===== src/rtl/nb_ctrl_pkg.sv =====
// Shared definitions for the training/inference controller: opcodes, instruction
// layout and sequencer states.
package nb_ctrl_pkg;

    localparam int OP_W      = 4;
    localparam int PARAM_A_W = 4;
    localparam int PARAM_B_W = 4;
    localparam int ADDR_W    = 8;

    localparam int OP_HALT           = 0;
    localparam int SET_ACT_DENSE     = 1;
    localparam int SET_COST          = 2;
    localparam int LOAD_WEIGHT       = 3;
    localparam int LOAD_INPUT_LABEL  = 4;
    localparam int SET_LEARNING_RATE = 5;
    localparam int UPDATE_WEIGHT     = 6;
    localparam int STALL             = 7;
    localparam int LOAD_Z            = 8;
    localparam int OP_MAX            = 8;

    typedef struct packed {
        logic [OP_W-1:0]      op;
        logic [PARAM_A_W-1:0] param_a;
        logic [PARAM_B_W-1:0] param_b;
    } instr_t;

    typedef enum logic [1:0] {
        ST_IDLE  = 2'd0,
        ST_FETCH = 2'd1,
        ST_EXEC  = 2'd2,
        ST_DONE  = 2'd3
    } seq_state_t;

endpackage


===== src/rtl/code_line_counter.sv =====
// Cycles-on-current-line counter: synchronous clear, increment enable, saturates at all-ones.
module code_line_counter (
    input  logic        clk,
    input  logic        rst_n,
    input  logic        clr,
    input  logic        inc,
    output logic [31:0] count
);

    always_ff @(posedge clk) begin
        if (!rst_n) begin
            count <= '0;
        end else if (clr) begin
            count <= '0;
        end else if (inc && (count != 32'hFFFF_FFFF)) begin
            count <= count + 32'd1;
        end
    end

endmodule


===== src/rtl/code_sequencer.sv =====
// Program sequencer: fetches one instruction per code line and steps the decoder.
// state | meaning
// IDLE  | waiting for start       FETCH | imem request outstanding
// EXEC  | decoder running line    DONE  | program finished, pc holds last line
module code_sequencer
    import nb_ctrl_pkg::*;
#(
    parameter int OP_SIZE      = OP_W,
    parameter int PARAM_A_SIZE = PARAM_A_W,
    parameter int PARAM_B_SIZE = PARAM_B_W,
    parameter int CODE_ADDR_W  = ADDR_W
) (
    input  logic                                       clk,
    input  logic                                       rst_n,
    input  logic                                       start,
    input  logic                                       abort,
    input  logic [CODE_ADDR_W-1:0]                     program_len,
    output logic                                       imem_req,
    output logic [CODE_ADDR_W-1:0]                     imem_addr,
    input  logic                                       imem_valid,
    input  logic [OP_SIZE+PARAM_A_SIZE+PARAM_B_SIZE-1:0] imem_data,
    output logic [OP_SIZE-1:0]                         op,
    output logic [PARAM_A_SIZE-1:0]                    param_a,
    output logic [PARAM_B_SIZE-1:0]                    param_b,
    output logic [PARAM_A_SIZE+PARAM_B_SIZE-1:0]       param_c,
    output logic [31:0]                                code_count,
    output logic                                       enable,
    input  logic                                       ctrl_reset,
    input  logic                                       ctrl_code_active,
    input  logic                                       ctrl_code_reset,
    output logic [CODE_ADDR_W-1:0]                     pc,
    output logic                                       busy,
    output logic                                       done,
    output logic                                       error
);

    seq_state_t               state_q, state_d;
    logic [CODE_ADDR_W-1:0]   pc_q, pc_d, len_q, len_d;
    logic [OP_SIZE-1:0]       op_q;
    logic [PARAM_A_SIZE-1:0]  pa_q;
    logic [PARAM_B_SIZE-1:0]  pb_q;
    logic                     err_q, err_d;
    logic                     load_instr, cnt_clr, cnt_inc;
    logic                     in_exec, op_halt, op_illegal;

    assign op_halt    = (32'(op_q) == OP_HALT);
    assign op_illegal = (32'(op_q) > OP_MAX);

    always_ff @(posedge clk) begin
        if (!rst_n) begin
            state_q <= ST_IDLE;
            pc_q    <= '0;
            len_q   <= '0;
            err_q   <= 1'b0;
            op_q    <= '0;
            pa_q    <= '0;
            pb_q    <= '0;
        end else begin
            state_q <= state_d;
            pc_q    <= pc_d;
            len_q   <= len_d;
            err_q   <= err_d;
            if (load_instr) begin
                {op_q, pa_q, pb_q} <= imem_data;
            end
        end
    end

    // Counter is held at zero everywhere except while a line keeps executing.
    always_comb begin
        state_d    = state_q;
        pc_d       = pc_q;
        len_d      = len_q;
        err_d      = err_q;
        load_instr = 1'b0;
        cnt_clr    = 1'b1;
        cnt_inc    = 1'b0;
        if (abort) begin
            state_d = ST_IDLE;
            pc_d    = '0;
        end else begin
            unique case (state_q)
                ST_IDLE, ST_DONE: begin
                    if (start) begin
                        pc_d    = '0;
                        len_d   = program_len;
                        err_d   = 1'b0;
                        state_d = (program_len == '0) ? ST_DONE : ST_FETCH;
                    end
                end
                ST_FETCH: begin
                    if (imem_valid) begin
                        load_instr = 1'b1;
                        state_d    = ST_EXEC;
                    end
                end
                ST_EXEC: begin
                    if (op_halt) begin
                        state_d = ST_DONE;
                    end else if (op_illegal) begin
                        // Decoder never finishes an unknown op; bail out instead of hanging.
                        err_d   = 1'b1;
                        state_d = ST_DONE;
                    end else if (ctrl_code_reset) begin
                        pc_d    = '0;
                        state_d = ST_FETCH;
                    end else if (ctrl_code_active) begin
                        if ((pc_q + CODE_ADDR_W'(1)) == len_q) begin
                            state_d = ST_DONE;
                        end else begin
                            pc_d    = pc_q + CODE_ADDR_W'(1);
                            state_d = ST_FETCH;
                        end
                    end else begin
                        cnt_clr = ctrl_reset;
                        cnt_inc = !ctrl_reset;
                    end
                end
                default: state_d = ST_IDLE;
            endcase
        end
    end

    code_line_counter u_line_counter (
        .clk   (clk),
        .rst_n (rst_n),
        .clr   (cnt_clr),
        .inc   (cnt_inc),
        .count (code_count)
    );

    assign in_exec   = (state_q == ST_EXEC);
    assign enable    = in_exec;
    assign op        = in_exec ? op_q : '0;
    assign param_a   = in_exec ? pa_q : '0;
    assign param_b   = in_exec ? pb_q : '0;
    assign param_c   = {param_a, param_b};
    assign imem_req  = (state_q == ST_FETCH);
    assign imem_addr = imem_req ? pc_q : '0;
    assign pc        = pc_q;
    assign busy      = imem_req || in_exec;
    assign done      = (state_q == ST_DONE);
    assign error     = err_q;

endmodule


===== config.mk =====
export PLATFORM = sky130hd
export DESIGN_NAME = code_sequencer
export DESIGN_NICKNAME = d
export VERILOG_FILES = /design/src/rtl/nb_ctrl_pkg.sv /design/src/rtl/code_line_counter.sv /design/src/rtl/code_sequencer.sv
export SDC_FILE = /design/constraint.sdc
export NUM_CORES = 1
export LEC_CHECK = 0
export ABC_AREA = 1
export ABC_CLOCK_PERIOD_IN_PS = 3430
export CELL_PAD_IN_SITES_DETAIL_PLACEMENT = 1
export CELL_PAD_IN_SITES_GLOBAL_PLACEMENT = 1
export CORE_ASPECT_RATIO = 0.5
export CORE_MARGIN = 1.5
export CORE_UTILIZATION = 34
export DETAILED_ROUTE_END_ITERATION = 10
export GPL_ROUTABILITY_DRIVEN = 0
export PLACE_DENSITY_LB_ADDON = 0.1
export SYNTH_ARGS = -nofsm -noshare
export SYNTH_HDL_FRONTEND = slang
export SYNTH_HIERARCHICAL = 1
export SYNTH_SLANG_ARGS = --single-unit

===== constraint.sdc =====
create_clock -name clk -period 3.43 [get_ports clk]
set_clock_uncertainty 0.15 [all_clocks]
set_input_delay 0.8575 -clock clk [delete_from_list [all_inputs] [get_ports clk]]
set_output_delay 0.8575 -clock clk [all_outputs]
set_load 0.005 [all_outputs]

==> results.md, run 1 <==
- Synth top area cells: dfxtp_1, nand2_1, nor2_1, inv_1, nand3_1
- Hold Path Class: reg2reg
- Yosys top cell area share: 31.68%
- Yosys warning count: 6
- Crit end category: register
- DRC: 0
- Cell taking the most area after synthesis: dfxtp_1
- Worst Setup Start Kind: primary input
- Commonest non-fill, non-tap cells in the layout: nand2_1, nor2_1, clkdlybuf4s50_1, inv_1, dfxtp_1
- I/O pin cnt: 101
- Most common cell after layout, fill and taps aside: nand2_1
- Reported max-cap violation count: 0
- Initial antenna violation count: 0
- Setup total negative slack: 0 ns
- Total power: 1996 uW
- Setup Viol. Count Final: 0
- Vias in the first global route: 4304
- Unique masters post-synth: 32
- Post-CTS setup buffer count: 0
- Max stage delay on crit path: 0.45 ns
- Layout cells sized above 1: 9.946%
- Worst-skew pair later-pin latency: 0.34 ns
- Worst-Margin Slew: 0.5578 ns
- DRT Wirelength: 12360 um
- First DRT Iteration DRCs: 117
- Vias: 4286
- # resized after CTS: 0
- WL per Instance: 13.84 um
- Ant diodes: 0
- Slowest cell on crit path: clkdlybuf4s50_1
- Clock root buffer: clkbuf_16
- Standard-cell rows: 27
- Status: completed
- Starting density of the core: 35.60%
- CTS Hold Bufs: 0
- Fin. max-slew vios: 0
- CTS tree: built
- Total global routing overflow: 0
- Peak supply drop: 0.0002184 V
- Number of cells produced by synthesis: 636
- Post-Syn Area: 3981 um2
- Required @ worst endpoint: 3.51 ns
- Endpoints failing hold: 0
- Critical path, cell by cell: clkdlybuf4s50_1 -> or2_2 -> nor2_1 -> nand3_1 -> nor3_1 -> buf_4 -> nand2_1 -> nor2_1 -> nand3_1 -> inv_1 -> nand2_1 -> nor2_1 -> nand3_1 -> nand2_1 -> nor2_1
- Avg Inst Size Synth: 6.260 um2
- Clock buffer depth: 2
- Layout Nets: 764
- Rel. slew slack: 62.78%
- RSZ-0062 raised after global routing: no
- Dpl hpwl: 9405 um
- Final ANT Viol Nets: 0
- Pre-antenna DRT Iters: 4
- Fin crit share: 89.61%
- Die W: 156.0 um
- Port bufs: 100
- PwrDens: 368.2 nW/um2
- Core Box Area: 11180 um2
- Static leakage: 0.002122 uW
- H-tree depth: 3
- Clock slew at reported path FFs: 0.06 ns
- Maximum clock frequency: 325.4 MHz
- Mapped Nets: 670
- Critical Path AT: 3.15 ns
- Die height: 79.52 um
- Vias per cell: 4.800
- Area delta synth->final: 36.17%
- CP most frequent cell: nor2_1
- CP max FO: 4
- CTS Sinks: 63
- Total CTS buffers: 9
- Largest net degree at the start of global routing: 30
- Die area: 12410 um2
- First-pass GRT wire length: 20580 um
- FF+latch count, synth: 63
- Sequential fraction of the synthesis area: 31.68%
- GRT Util Overall: 20.91%
- Kind of critical path: in2reg
- Tmin final: 3.073 ns
[layer usage]
| metal | global-route usage, % | routed length, um | up-vias | part of all wire [%] |
|---|---|---|---|---|
| li1 | - | - | 2183 | - |
| met1 | 26.43 | 5943 | 2030 | 48 |
| met2 | 36.84 | 5890 | 61 | 48 |
| met3 | 3.583 | 376 | 12 | 3.0 |
| met4 | 5.810 | 144 | 0 | 1.2 |
| met5 | 0 | 0 | - | 0 |
[cells by family after synthesis]
group                    Yosys count  share of synthesized area [%]
AND/OR/NAND/NOR                  385                          44.25
adder cells (fa/ha/maj)            6                          1.886
XOR/XNOR                           2                         0.4401
AO/OA/AOI/OAI                     71                          9.711
buffers and inverters            109                          12.04
flip-flops                        63                          31.68
[area by class of cell]
cell class | count | area (um2)
flip-flops and latches | 63 | 1261
inverters | 86 | 327.8
clock inverters | 3 | 65.06
well taps | 159 | 198.9
repair buffers | 106 | 1059
fillers | 1483 | 5761
multi-input cells | 464 | 2243
clock buffers | 12 | 266.5
[path summary, 6_finish.rpt]
path,start,end,slack [ns],cells after the start
setup / recovery,ctrl_code_reset,u_line_counter/count[25]$_SDFFE_PP0P_,0.36,15
hold / removal,len_q[5]$_SDFFE_PN0P_,len_q[5]$_SDFFE_PN0P_,0.33,2
setup reg to reg,state_q[0]$_SDFFE_PP0P_,u_line_counter/count[25]$_SDFFE_PP0P_,0.67,17
hold reg to reg,len_q[5]$_SDFFE_PN0P_,len_q[5]$_SDFFE_PN0P_,0.33,2
[state kept, by name (all words and copies together) (netlist names)]
register              cells
u_line_counter/count     32
len_q                     8
pc                        8
op_q                      4
pa_q                      4
pb_q                      4
state_q                   2
error                     1
[where the power goes]
| group | total [uW] | switching (uW) | leakage [uW] | internal, uW |
|---|---|---|---|---|
| sequential | 773 | 21.6 | 0.000510 | 752 |
| combinational | 197 | 108 | 0.00145 | 89.0 |
| clock | 1030 | 336 | 0.000165 | 690 |
[worst max-delay path: cells and delay by family]
kind,cells,cell delay [ns]
and+or+nand+nor,12,1.53
buffers and inverters,3,0.76
[cell usage after synthesis (all sizes together)]
cell,instances
inv,86
ha,6
clkbuf,9
and2,1
a21oi,42
a31oi,2
a211oi,1
o21ai,26
nand4,7
nand3,59
nor2,132
xor2,2
nand3b,5
nor3,10
buf,14
dfxtp,63
nand2,166
nor4,1
or2,4
[through the flow]
step	cells	hold WS (ns)	setup WS (ns)	utilization (%)	cell area (um2)
5_1_grt	893	0.3568	0.04211	48.48	5421
3_5_place_dp	878	0.3207	0.02772	45.52	5090
2_1_floorplan	636	0.2946	0.7033	-	3981
6_report	893	0.3279	0.3565	48.48	5421
3_3_place_gp	878	0.3118	0.1521	45.52	5090
4_1_cts	893	0.3296	0.3459	48.48	5421
(Power assumes the default switching activity.)
==> run 2, diff against run 1 <==
Settings changed: SKIP_LAST_GASP set to 1.
==> results of run 2 <==
The final DEF is identical to that of run 1; final timing and power are the same.
